===== src/rtl/dmem_arbiter_if.sv =====
// Requester-side handshake bundle for one dat_mem arbiter port.
// The requester drives master; the arbiter takes slave.
interface dmem_arbiter_if #(
    parameter int AW = 8,
    parameter int DW = 8
);
    logic          req;
    logic          we;
    logic [AW-1:0] addr;
    logic [DW-1:0] wdat;
    logic          gnt;
    logic          rvalid;
    logic [DW-1:0] rdat;

    modport master (output req, we, addr, wdat, input gnt, rvalid, rdat);
    modport slave  (input req, we, addr, wdat, output gnt, rvalid, rdat);
endinterface


===== src/rtl/dmem_arbiter.sv =====
// Two-port round-robin arbiter in front of the single dat_mem port, with bursts
// bounded to HOLD_MAX transactions while the other port waits.
module dmem_arbiter #(
    parameter int AW       = 8,
    parameter int DW       = 8,
    parameter int HOLD_MAX = 4
) (
    input  logic          clk,
    input  logic          reset,
    dmem_arbiter_if.slave p0,
    dmem_arbiter_if.slave p1,
    output logic          mem_wr_en,
    output logic [AW-1:0] mem_addr,
    output logic [DW-1:0] mem_dat_in,
    input  logic [DW-1:0] mem_dat_out
);
    localparam int CW = (HOLD_MAX > 1) ? $clog2(HOLD_MAX) : 1;
    localparam logic [CW-1:0] CNT_TOP = CW'(HOLD_MAX - 1);

    typedef enum logic [1:0] {
        OWN_NONE = 2'd0,
        OWN_P0   = 2'd1,
        OWN_P1   = 2'd2
    } owner_t;

    owner_t        owner;
    owner_t        owner_nxt;
    logic          last_p1;     // 1 when port 1 was the most recent owner
    logic [CW-1:0] cnt;
    logic          txn0;
    logic          txn1;
    logic          hold_done;

    // Grants come straight off the owner register so an async reset kills them at once.
    assign p0.gnt    = (owner == OWN_P0);
    assign p1.gnt    = (owner == OWN_P1);
    assign txn0      = p0.gnt && p0.req;
    assign txn1      = p1.gnt && p1.req;
    assign hold_done = (cnt == CNT_TOP);

    assign mem_addr   = (owner == OWN_P1) ? p1.addr : p0.addr;
    assign mem_dat_in = (owner == OWN_P1) ? p1.wdat : p0.wdat;
    assign mem_wr_en  = (txn0 && p0.we) || (txn1 && p1.we);

    always_comb begin
        // NOTE: default assignment first keeps every path covered, so no latch is inferred.
        owner_nxt = owner;
        case (owner)
            OWN_NONE: begin
                if (p0.req && p1.req) owner_nxt = last_p1 ? OWN_P0 : OWN_P1;
                else if (p0.req)      owner_nxt = OWN_P0;
                else if (p1.req)      owner_nxt = OWN_P1;
                else                  owner_nxt = OWN_NONE;
            end
            OWN_P0: begin
                if (!p0.req)                   owner_nxt = p1.req ? OWN_P1 : OWN_NONE;
                else if (p1.req && hold_done)  owner_nxt = OWN_P1;
                else                           owner_nxt = OWN_P0;
            end
            OWN_P1: begin
                if (!p1.req)                   owner_nxt = p0.req ? OWN_P0 : OWN_NONE;
                else if (p0.req && hold_done)  owner_nxt = OWN_P0;
                else                           owner_nxt = OWN_P1;
            end
            default: owner_nxt = OWN_NONE;
        endcase
    end

    // NOTE: state registers use non-blocking assignment so every flop samples pre-edge values.
    always_ff @(posedge clk or posedge reset) begin
        if (reset) begin
            owner     <= OWN_NONE;
            last_p1   <= 1'b1;
            cnt       <= '0;
            p0.rvalid <= 1'b0;
            p1.rvalid <= 1'b0;
            p0.rdat   <= '0;
            p1.rdat   <= '0;
        end else begin
            owner <= owner_nxt;
            if (owner_nxt != owner) begin
                cnt <= '0;
                if (owner != OWN_NONE) last_p1 <= (owner == OWN_P1);
            end else if ((txn0 || txn1) && !hold_done) begin
                cnt <= cnt + 1'b1;
            end

            p0.rvalid <= txn0 && !p0.we;
            p1.rvalid <= txn1 && !p1.we;
            if (txn0 && !p0.we) p0.rdat <= mem_dat_out;
            if (txn1 && !p1.we) p1.rdat <= mem_dat_out;
        end
    end
endmodule


===== src/flat_wrapper.sv =====
// flat-port wrapper written by rule: the top's interface ports become plain ports
module dmem_arbiter_flat 
#(
    parameter int AW       = 8,
    parameter int DW       = 8,
    parameter int HOLD_MAX = 4
)
  (clk, reset, mem_wr_en, mem_addr, mem_dat_in, mem_dat_out, p0_req, p0_we, p0_addr, p0_wdat, p0_gnt, p0_rvalid, p0_rdat, p1_req, p1_we, p1_addr, p1_wdat, p1_gnt, p1_rvalid, p1_rdat);
  dmem_arbiter_if #(.AW(AW), .DW(DW)) p0_i ();
  dmem_arbiter_if #(.AW(AW), .DW(DW)) p1_i ();
  input  logic clk;
  input  logic reset;
  output logic mem_wr_en;
  output logic [AW-1:0] mem_addr;
  output logic [DW-1:0] mem_dat_in;
  input  logic [DW-1:0] mem_dat_out;
  input wire logic [$bits(p0_i.req)-1:0] p0_req;
  input wire logic [$bits(p0_i.we)-1:0] p0_we;
  input wire logic [$bits(p0_i.addr)-1:0] p0_addr;
  input wire logic [$bits(p0_i.wdat)-1:0] p0_wdat;
  output wire logic [$bits(p0_i.gnt)-1:0] p0_gnt;
  output wire logic [$bits(p0_i.rvalid)-1:0] p0_rvalid;
  output wire logic [$bits(p0_i.rdat)-1:0] p0_rdat;
  input wire logic [$bits(p1_i.req)-1:0] p1_req;
  input wire logic [$bits(p1_i.we)-1:0] p1_we;
  input wire logic [$bits(p1_i.addr)-1:0] p1_addr;
  input wire logic [$bits(p1_i.wdat)-1:0] p1_wdat;
  output wire logic [$bits(p1_i.gnt)-1:0] p1_gnt;
  output wire logic [$bits(p1_i.rvalid)-1:0] p1_rvalid;
  output wire logic [$bits(p1_i.rdat)-1:0] p1_rdat;
  assign p0_i.req = p0_req;
  assign p0_i.we = p0_we;
  assign p0_i.addr = p0_addr;
  assign p0_i.wdat = p0_wdat;
  assign p0_gnt = p0_i.gnt;
  assign p0_rvalid = p0_i.rvalid;
  assign p0_rdat = p0_i.rdat;
  assign p1_i.req = p1_req;
  assign p1_i.we = p1_we;
  assign p1_i.addr = p1_addr;
  assign p1_i.wdat = p1_wdat;
  assign p1_gnt = p1_i.gnt;
  assign p1_rvalid = p1_i.rvalid;
  assign p1_rdat = p1_i.rdat;
  dmem_arbiter #(.AW(AW), .DW(DW), .HOLD_MAX(HOLD_MAX)) u_core (.clk(clk), .reset(reset), .p0(p0_i), .p1(p1_i), .mem_wr_en(mem_wr_en), .mem_addr(mem_addr), .mem_dat_in(mem_dat_in), .mem_dat_out(mem_dat_out));
endmodule

===== config.mk =====
export PLATFORM = sky130hd
export DESIGN_NAME = dmem_arbiter_flat
export DESIGN_NICKNAME = d
export VERILOG_FILES = /design/src/rtl/dmem_arbiter_if.sv /design/src/rtl/dmem_arbiter.sv /design/src/flat_wrapper.sv
export SDC_FILE = /design/constraint.sdc
export NUM_CORES = 1
export LEC_CHECK = 0
export BUFFER_PORTS_ARGS = -buffer_cell sky130_fd_sc_hd__buf_2
export CELL_PAD_IN_SITES_DETAIL_PLACEMENT = 1
export CELL_PAD_IN_SITES_GLOBAL_PLACEMENT = 1
export CORE_AREA = 2 2 65 67
export CTS_CLUSTER_DIAMETER = 60
export DETAILED_ROUTE_END_ITERATION = 6
export DIE_AREA = 0 0 67 69
export GPL_TIMING_DRIVEN = 0
export PLACE_DENSITY_LB_ADDON = 0.2
export SYNTH_ARGS = -nofsm -noshare
export SYNTH_HDL_FRONTEND = slang
export SYNTH_SLANG_ARGS = --single-unit

===== constraint.sdc =====
create_clock -name clk -period 2.44 [get_ports clk]
set_input_delay 0.366 -clock clk [delete_from_list [all_inputs] [get_ports clk]]
set_output_delay 0.366 -clock clk [all_outputs]
set_load 0.03 [all_outputs]

### Word level (Yosys, flattened, before mapping)

Index checks and enable logic that the tools add are counted.

* flip-flop bits (word level): 23
* latch bits: 0
* memory bits (writable): 0
* ROM bits: 0
* bits of input ports: 46
* output and inout bits: 37
* word-level logic and storage cells: 45
* memories kept: 0

* add/subtract/negate cells: 1
* $mul: 0
* divide/modulo/power cells: 0
* magnitude comparators: 0
* equal/unequal tests: 4
* shift-type cells: 0
* mux-type cells: 14
* bitwise operators: 0
* reduce and logical (&&, ||, !) cells: 19

Operators with widths (count)
* $mux 2: 10
* $mux 8: 2
* $logic_and 1x1->1: 10
* $pmux 2 s3: 1
* $eq 2x2->1 const B: 2
* $reduce_bool 2->1: 2
* $logic_not 1->1: 3
* $add 2x1->2 const B: 1
* $eq 2x1->1 const B: 1
* $logic_not 2->1: 1
* $logic_or 1x1->1: 2
* $ne 2x2->1: 1
* $reduce_and 2->1: 1
* $mux 1: 1

### Depth between registers and ports, before layout

Gate-level depths: netlist of run 1.

* depth in word-level cells: 7
* depth in mapped cells: 6
* depth with buffers taken out: 5

### Worst setup path before layout of run 1

No wires, ideal clock.

* path type: flip-flop to output port
* start point: register u_core.owner[1]
* end point: output port mem_wr_en
* data arrival time: 1.498 ns
* required time: 2.074 ns
* path slack: 0.576 ns
* cell stages (with the launch flop): 4
* buffers on the path: 1
* cell sequence: dfrtp_1 > buf_2 > nand3b_1 > o21ai_0

* longest elaborated chain between the ends: 4
* elaborated cells on any way between the ends: 7
* those cells by class: eq/ne (2); reduce/logical (5)

Ends and longest elaborated chain
* start, declared: RTL line dmem_arbiter.sv:26 `owner_t owner;`
* start signal, assigned: RTL line dmem_arbiter.sv:80 `owner <= owner_nxt;`
* $eq 2x1->1 / $eq 2x2->1 (equally long branches): RTL line dmem_arbiter.sv:35, dmem_arbiter.sv:36
* $logic_and 1x1->1, on equally long branches: RTL line dmem_arbiter.sv:37, dmem_arbiter.sv:38
* $logic_and 1x1->1: RTL line dmem_arbiter.sv:43 `assign mem_wr_en = (txn0 && p0.we) || (txn1 && p1.we);`
* $logic_or 1x1->1 (*): RTL line dmem_arbiter.sv:43
* end, declared: RTL line flat_wrapper.sv:13 `output logic mem_wr_en;`

Every way passes the cells marked *; elsewhere a longest branch is shown, timed or not.

### Worst setup path in the final report of run 1

* start point: register u_core.owner[0]
* end point: output port mem_addr[6]

* longest elaborated chain between the ends: 2

Ends and longest elaborated chain
* $eq 2x2->1: RTL line dmem_arbiter.sv:41 `assign mem_addr = (owner == OWN_P1) ? p1.addr : p0.addr;`
* $mux 8: RTL line dmem_arbiter.sv:41
* end, declared: RTL line flat_wrapper.sv:14 `output logic [AW-1:0] mem_addr;`

Every way passes these cells.

==> results of run 1 <==
## layout make-up
| type | instances | area, sq um |
|---|---|---|
| Fill cell | 485 | 2200 |
| Multi-Input combinational cell | 67 | 586 |
| Sequential cell | 23 | 577 |
| Timing Repair Buffer | 81 | 405 |
| Tap cell | 50 | 62.6 |
| Clock buffer | 4 | 45.0 |
| Buffer | 5 | 23.8 |
| Inverter | 5 | 18.8 |
## cell usage after synthesis
cell type,number,area share [%]
o221ai_1,2,1.5
a21oi_1,5,2.1
nand2_1,6,1.9
nor2_1,6,1.9
nand3b_1,2,1.2
dfrtp_1,22,46
inv_1,4,1.2
a31o_2,1,0.73
nor2_4,1,0.93
buf_2,4,1.7
clkbuf_1,1,0.31
nor4b_4,1,2.0
inv_2,1,0.31
nor3_1,1,0.41
nor3b_1,1,0.62
a31oi_1,2,1.0
o211ai_1,1,0.62
xnor2_1,1,0.73
mux2i_1,1,0.83
dfstp_2,1,2.2
nand3_1,1,0.41
ha_1,1,1.0
o21ai_0,2,0.83
mux2_2,32,30
## power breakdown
part	leakage (nW)	internal (mW)	switching, mW	total (mW)
clock network	0.0228	0.116	0.111	0.227
logic	0.566	0.285	0.504	0.788
registers	0.282	0.511	0.0710	0.582
## kinds of logic (layout without fill, tap and decap cells)
family / Yosys count / in the layout / synth area share, %
mux: 33 / 33 / 30.7
flops: 23 / 23 / 47.9
simple gates: 19 / 19 / 9.34
compound gates: 13 / 13 / 6.75
buf+inv: 10 / 95 / 3.53
fa+ha+maj: 1 / 1 / 1.04
xor+xnor: 1 / 1 / 0.727
## worst max-delay path by stage
stage	end	startpoint	cells past startpoint
2_1_floorplan	mem_wr_en	u_core.owner[1]	3
3_3_place_gp	mem_dat_in[4]	u_core.owner[0]	4
3_5_place_dp	mem_addr[2]	u_core.owner[0]	4
4_1_cts	mem_addr[2]	u_core.owner[0]	4
5_1_grt	mem_addr[6]	u_core.owner[0]	4
6_report	mem_addr[6]	u_core.owner[0]	4
## metal layers
layer | global-route usage, % | vias to the layer above | routed length [microns]
met2 | 32.6 | 24 | 2180
met3 | 2.28 | 0 | 114
li1 | - | 524 | -
met5 | 0 | - | 0
met4 | 2.49 | 0 | 0
met1 | 16.7 | 548 | 1330
## state kept, by name, indices dropped and copies added (netlist names)
| signal | count |
|---|---|
| u_core.cnt | 2 |
| u_core.last_p1 | 1 |
| u_core.owner | 2 |
| u_core.p0.rdat | 8 |
| u_core.p0.rvalid | 1 |
| u_core.p1.rdat | 8 |
| u_core.p1.rvalid | 1 |
## metrics by stage
step | instance area [sq um] | total power [mW]
global placement | 1670 | 1.35
detailed placement | 1670 | 1.39
CTS | 1720 | 1.62
global route | 1720 | 1.69
finish | 1720 | 1.60
floorplan | 1200 | 1.13
## placed cells by master, fill, tap and decap left out, types with 2 or more instances in the layout
master and count:
dfrtp_1 22, nor2_1 6, nand2_1 6, clkbuf_1 2
o21ai_0 2, mux2_2 32, a21oi_1 5, a31oi_1 2
inv_1 4, clkbuf_8 3, buf_2 85, o221ai_1 2
nand3b_1 2
==> flow_metrics.env, run 1 <==
export IMPL_status="finished clean"
export IMPL_start_util_pct=30.8
export IMPL_rr_startpoint="u_core.owner[0]"
export IMPL_cts_tree="built"
export IMPL_hold_violations=0
export IMPL_setup_worst_path_class="reg -> out"
export IMPL_relSlewSlack_pct=44.4
export IMPL_syn_nets=147
export IMPL_worstSkewPairLatency_ns=0.26
export IMPL_coreArea_sq_um=3910
export IMPL_r2r_end="u_core.p1.rdat[4]"
export IMPL_wire_per_inst_microns=15.4
export IMPL_cp_max_fo=10
export IMPL_crit_path_start_kind="register"
export IMPL_yosysSeqAreaShare_pct=47.9
export IMPL_worst_pin_slew_ns=0.833
export IMPL_cp_top_family="flip-flops"
export IMPL_dieArea_sq_um=4620
export IMPL_peakVddDrop_mv=0.631
export IMPL_port_buffers=81
export IMPL_first_iter_violations=58
export IMPL_grt_start_max_net_pins=24
export IMPL_ant_nets=0
export IMPL_holdCritPathClass="in -> async"
export IMPL_clockBufferDepth=2
export IMPL_synth_seq_cells=23
export IMPL_wirelength_microns=3630
export IMPL_std_cell_rows=23
export IMPL_path_buf_inv=2
export IMPL_cp_arrival_ns=1.68
export IMPL_r2r_slack_ns=0.76
export IMPL_pre_cts_ws_ns=0.654
export IMPL_layout_min_cycle_time_ns=2.05
export IMPL_cts_resized=0
export IMPL_dp_hpwl_microns=3010
export IMPL_path_cells="nor2_1 -> buf_2 -> mux2_2 -> buf_2"
export IMPL_yosysWarnings=0
export IMPL_cpPeakStageDelay_ns=0.47
export IMPL_final_setup_worst_slack_ns=0.395
export IMPL_required_ns=2.07
export IMPL_end_kind="output pin"
export IMPL_postCtsSetupBuffers=0
export IMPL_clock_skew_ns=0.00710
export IMPL_setup_violations=0
export IMPL_diodes=0
export IMPL_finalMaxSlewViolations=0
export IMPL_dpl_cell_count=231
export IMPL_synth_area_sq_um=1200
export IMPL_instances_no_fill=235
export IMPL_cts_hold_buf=0
export IMPL_power_density_nw_per_um2=930
export IMPL_rsz0062_at_grt="no"
export IMPL_drive_gt1_share_pct=67.6
export IMPL_path_clk_slew_ns=0.08
export IMPL_dr_total_vias=1096
export IMPL_fmax_ghz=0.489
export IMPL_grt_overflow_total=0
export IMPL_cap_violations=0
export IMPL_grt_pass1_vias=1270
export IMPL_boundaryPins=83
export IMPL_numCtsBuffers=3
export IMPL_routabilityCongestion=0.736
export IMPL_track_usage_pct=16.0
export IMPL_worst_path_max_delay_cell="dfrtp_1"
export IMPL_whs_ns=0.262
export IMPL_grt_pass1_wl_microns=5800
export IMPL_fin_util_pct=43.9
export IMPL_cp_common_cell="buf_2"
export IMPL_clock_sinks=23
export IMPL_firstDrtPassIters=4
export IMPL_tns_ns=0
export IMPL_p_leak_nw=0.871
export IMPL_clockRootBuffer="clkbuf_8"
export IMPL_antenna_found_initial=0
export IMPL_synthCells=100
export IMPL_htreeDepth=1
export IMPL_die_width_microns=67
export IMPL_period_share_pct=83.8
export IMPL_drc_errors=0
export IMPL_die_height_microns=69
export IMPL_syn2layout_area_growth_pct=42.6
export IMPL_fin_nets=233
export IMPL_r2r_cells=2
export IMPL_yosysUniqueCellTypes=24
export IMPL_viasPerCell=4.66
export IMPL_syn_area_per_cell_sq_um=12.0
Power figures use the tool's default switching activity.
==> run 2, diff against run 1 <==
--- a/config.mk
+++ b/config.mk
@@ -5,13 +5,14 @@
 export SDC_FILE = /design/constraint.sdc
 export NUM_CORES = 1
 export LEC_CHECK = 0
+export ABC_AREA = 1
 export BUFFER_PORTS_ARGS = -buffer_cell sky130_fd_sc_hd__buf_2
 export CELL_PAD_IN_SITES_DETAIL_PLACEMENT = 1
 export CELL_PAD_IN_SITES_GLOBAL_PLACEMENT = 1
-export CORE_AREA = 2 2 65 67
+export CORE_AREA = 2 2 72 74
 export CTS_CLUSTER_DIAMETER = 60
 export DETAILED_ROUTE_END_ITERATION = 6
-export DIE_AREA = 0 0 67 69
+export DIE_AREA = 0 0 74 76
 export GPL_TIMING_DRIVEN = 0
 export PLACE_DENSITY_LB_ADDON = 0.2
 export SYNTH_ARGS = -nofsm -noshare
==> constraint.sdc (replaced) <==
create_clock -name clk -period 2.03 [get_ports clk]
set_input_delay 0.3045 -clock clk [delete_from_list [all_inputs] [get_ports clk]]
set_output_delay 0.3045 -clock clk [all_outputs]
set_load 0.03 [all_outputs]
==> run 2 against run 1 <==
Compared with the run above:
- register-to-register slack lost 0.10 ns
- core utilization shrank 6.2 points
- first-iteration DRC count shrank 69%
- synthesized cell count grew 71%
- worst hold slack lost 0.051 ns
- sequential cell count is the same
- count of clock-buffer cells in the layout is the same
- combinational power grew 120%
- non-clock buffer count grew 1
- design area grew 7.8%
- setup slack lost 0.22 ns
==> flow_metrics.env, run 2 <==
export IMPL_path_clk_slew_ns=0.08
export IMPL_holdCritPathClass="in -> async"
export IMPL_status="finished clean"
export IMPL_ys_top_cells_by_count="nand2_1, dfrtp_1, inv_1, o21ai_2, nand3_1"
export IMPL_syn2layout_area_growth_pct=42.2
export IMPL_relSlewSlack_pct=41.9
export IMPL_synthArstFlopShare_pct=100
export IMPL_first_iter_violations=18
export IMPL_port_buffers=80
export IMPL_firstDrtPassIters=2
export IMPL_htreeDepth=1
export IMPL_numCtsBuffers=3
export IMPL_syn_area_per_cell_sq_um=7.62
export IMPL_drive_gt1_share_pct=46.7
export IMPL_worst_pin_slew_ns=0.870
export IMPL_diodes=0
export IMPL_final_cell_mix="buf_2, nand2_1, dfrtp_1"
export IMPL_coreArea_sq_um=4910
export IMPL_yosysWarnings=0
export IMPL_period_share_pct=91.2
export IMPL_routabilityCongestion=0.756
export IMPL_cts_tree="built"
export IMPL_setup_worst_path_class="reg -> out"
export IMPL_synth_edf_count=0
export IMPL_rr_startpoint="u_core.cnt[0]"
export IMPL_end_kind="output pin"
export IMPL_yosysMostFrequentCell="nand2_1"
export IMPL_antenna_found_initial=0
export IMPL_synth_top_area_share_pct=42.3
export IMPL_syn_nets=218
export IMPL_p_leak_nw=1.09
export IMPL_grt_pass1_vias=1357
export IMPL_dp_hpwl_microns=2980
export IMPL_reg_top3="u_core.p0.rdat (8), u_core.p1.rdat (8)"
export IMPL_power_density_nw_per_um2=1490
export IMPL_r2r_slack_ns=0.66
export IMPL_yosysTopAreaCell="dfrtp_1"
export IMPL_final_common_cell="buf_2"
export IMPL_synthCells=171
export IMPL_track_usage_pct=12.9
export IMPL_fin_nets=303
export IMPL_viasPerCell=4.25
export IMPL_tns_ns=0
export IMPL_cp_max_fo=10
export IMPL_hold_violations=0
export IMPL_grt_start_max_net_pins=24
export IMPL_peakVddDrop_mv=0.582
export IMPL_r2r_cells=7
export IMPL_rsz0062_at_grt="no"
export IMPL_whs_ns=0.211
export IMPL_clockRootBuffer="clkbuf_8"
export IMPL_cap_violations=0
export IMPL_fmax_ghz=0.540
export IMPL_yosysSeqAreaShare_pct=44.3
export IMPL_grt_pass1_wl_microns=5870
export IMPL_yosysUniqueCellTypes=19
export IMPL_worstSkewPairLatency_ns=0.26
export IMPL_ys_flop_type="dfrtp_1"
export IMPL_crit_path_start_kind="register"
export IMPL_wire_per_inst_microns=11.3
export IMPL_wirelength_microns=3660
export IMPL_grt_overflow_total=0
export IMPL_ys_top_cells_by_area="dfrtp_1, nand2_1, o21ai_2, inv_1, nand3_1"
export IMPL_std_cell_rows=26
export IMPL_dieArea_sq_um=5620
export IMPL_start_util_pct=26.5
export IMPL_die_width_microns=74
export IMPL_drc_errors=0
export IMPL_die_height_microns=76
export IMPL_boundaryPins=83
export IMPL_required_ns=1.73
export IMPL_layout_min_cycle_time_ns=1.85
export IMPL_synth_seq_cells=23
export IMPL_setup_violations=0
export IMPL_ant_nets=0
export IMPL_cp_arrival_ns=1.55
export IMPL_dr_total_vias=1381
export IMPL_synth_area_sq_um=1300
export IMPL_clockBufferDepth=2
export IMPL_finalMaxSlewViolations=0
export IMPL_r2r_end="u_core.cnt[0]"
export IMPL_postCtsSetupBuffers=0
export IMPL_clock_sinks=23
export IMPL_clock_skew_ns=0.00103
==> run 2: cell types whose count changed after synthesis, moves of 4 or more <==
cell     delta
a21oi_1     -4
mux2_2     -32
o21ai_2    +16
inv_1      +12
nand3_1     +8
nand2_1    +75
==> run 2: layout make-up <==
cell class,count,area (sq um)
fill,655,3060
multi-input combinational,122,609
sequential,23,579
timing repair buffer,80,400
tap,70,87.6
inverter,19,71.3
buffer,7,58.8
clock buffer,4,45.0
==> run 2: worst max-delay path by stage <==
stage                                from             to  slack (ns)  cells past startpoint
after detailed placement  u_core.owner[1]    mem_addr[1]        0.27                      7
after floorplan           u_core.owner[1]    mem_addr[0]        0.43                      6
after global placement    u_core.owner[1]  mem_dat_in[4]        0.27                      7
final                     u_core.owner[1]  mem_dat_in[3]        0.18                      7
after global routing      u_core.owner[1]  mem_dat_in[3]        0.03                      7
after CTS                 u_core.owner[1]    mem_addr[1]        0.03                      7
==> run 2: metal layers <==
metal	up-vias	GRT usage (%)	part of all wire (%)
li1	691	-	-
met5	-	0	0
met2	67	22.1	44
met4	0	3.82	0.93
met1	619	15.4	43
met3	4	3.57	12
==> run 2: logic make-up after synthesis <==
family / share of synthesized area [%]
AO/OA/AOI/OAI: 12.8
XOR/XNOR: 0.673
adder cells (fa/ha/maj): 0.960
buffers and inverters: 9.32
flip-flops: 44.3
AND/OR/NAND/NOR: 32.0
==> run 2: critical path, stage by stage (launching register included) <==
cell	delay, ns
dfrtp_2	0.41
inv_1	0.08
nor2_4	0.15
buf_6	0.17
buf_4	0.17
nand2_1	0.06
nand2_1	0.06
buf_2	0.19
==> run 2: power by group <==
part | internal (mW) | switching, mW
sequential | 0.653 | 0.121
combinational | 0.520 | 1.18
clock | 0.140 | 0.142
==> run 2: per-stage QoR <==
step / worst slack, ns / instance area [sq um] / cells / total power, mW / utilization, %
finish: 0.178 / 1850 / 325 / 2.75 / 37.7
global placement: 0.270 / 1790 / 321 / 2.46 / 36.4
global route: 0.0254 / 1850 / 325 / 2.98 / 37.7
detailed placement: 0.267 / 1790 / 321 / 2.48 / 36.4
floorplan: 0.431 / 1300 / 171 / 1.98 / -
CTS: 0.0341 / 1840 / 325 / 2.78 / 37.4
==> run 2: what timing repair did <==
action | CTS | global route
endpoints found under the hold margin | 0 | 0
hold buffers | 0 | 0
pin swaps | 0 | 0
cloned | 0 | 0
resized for setup | 1 | 6
endpoints found under the setup margin | 9 | 10
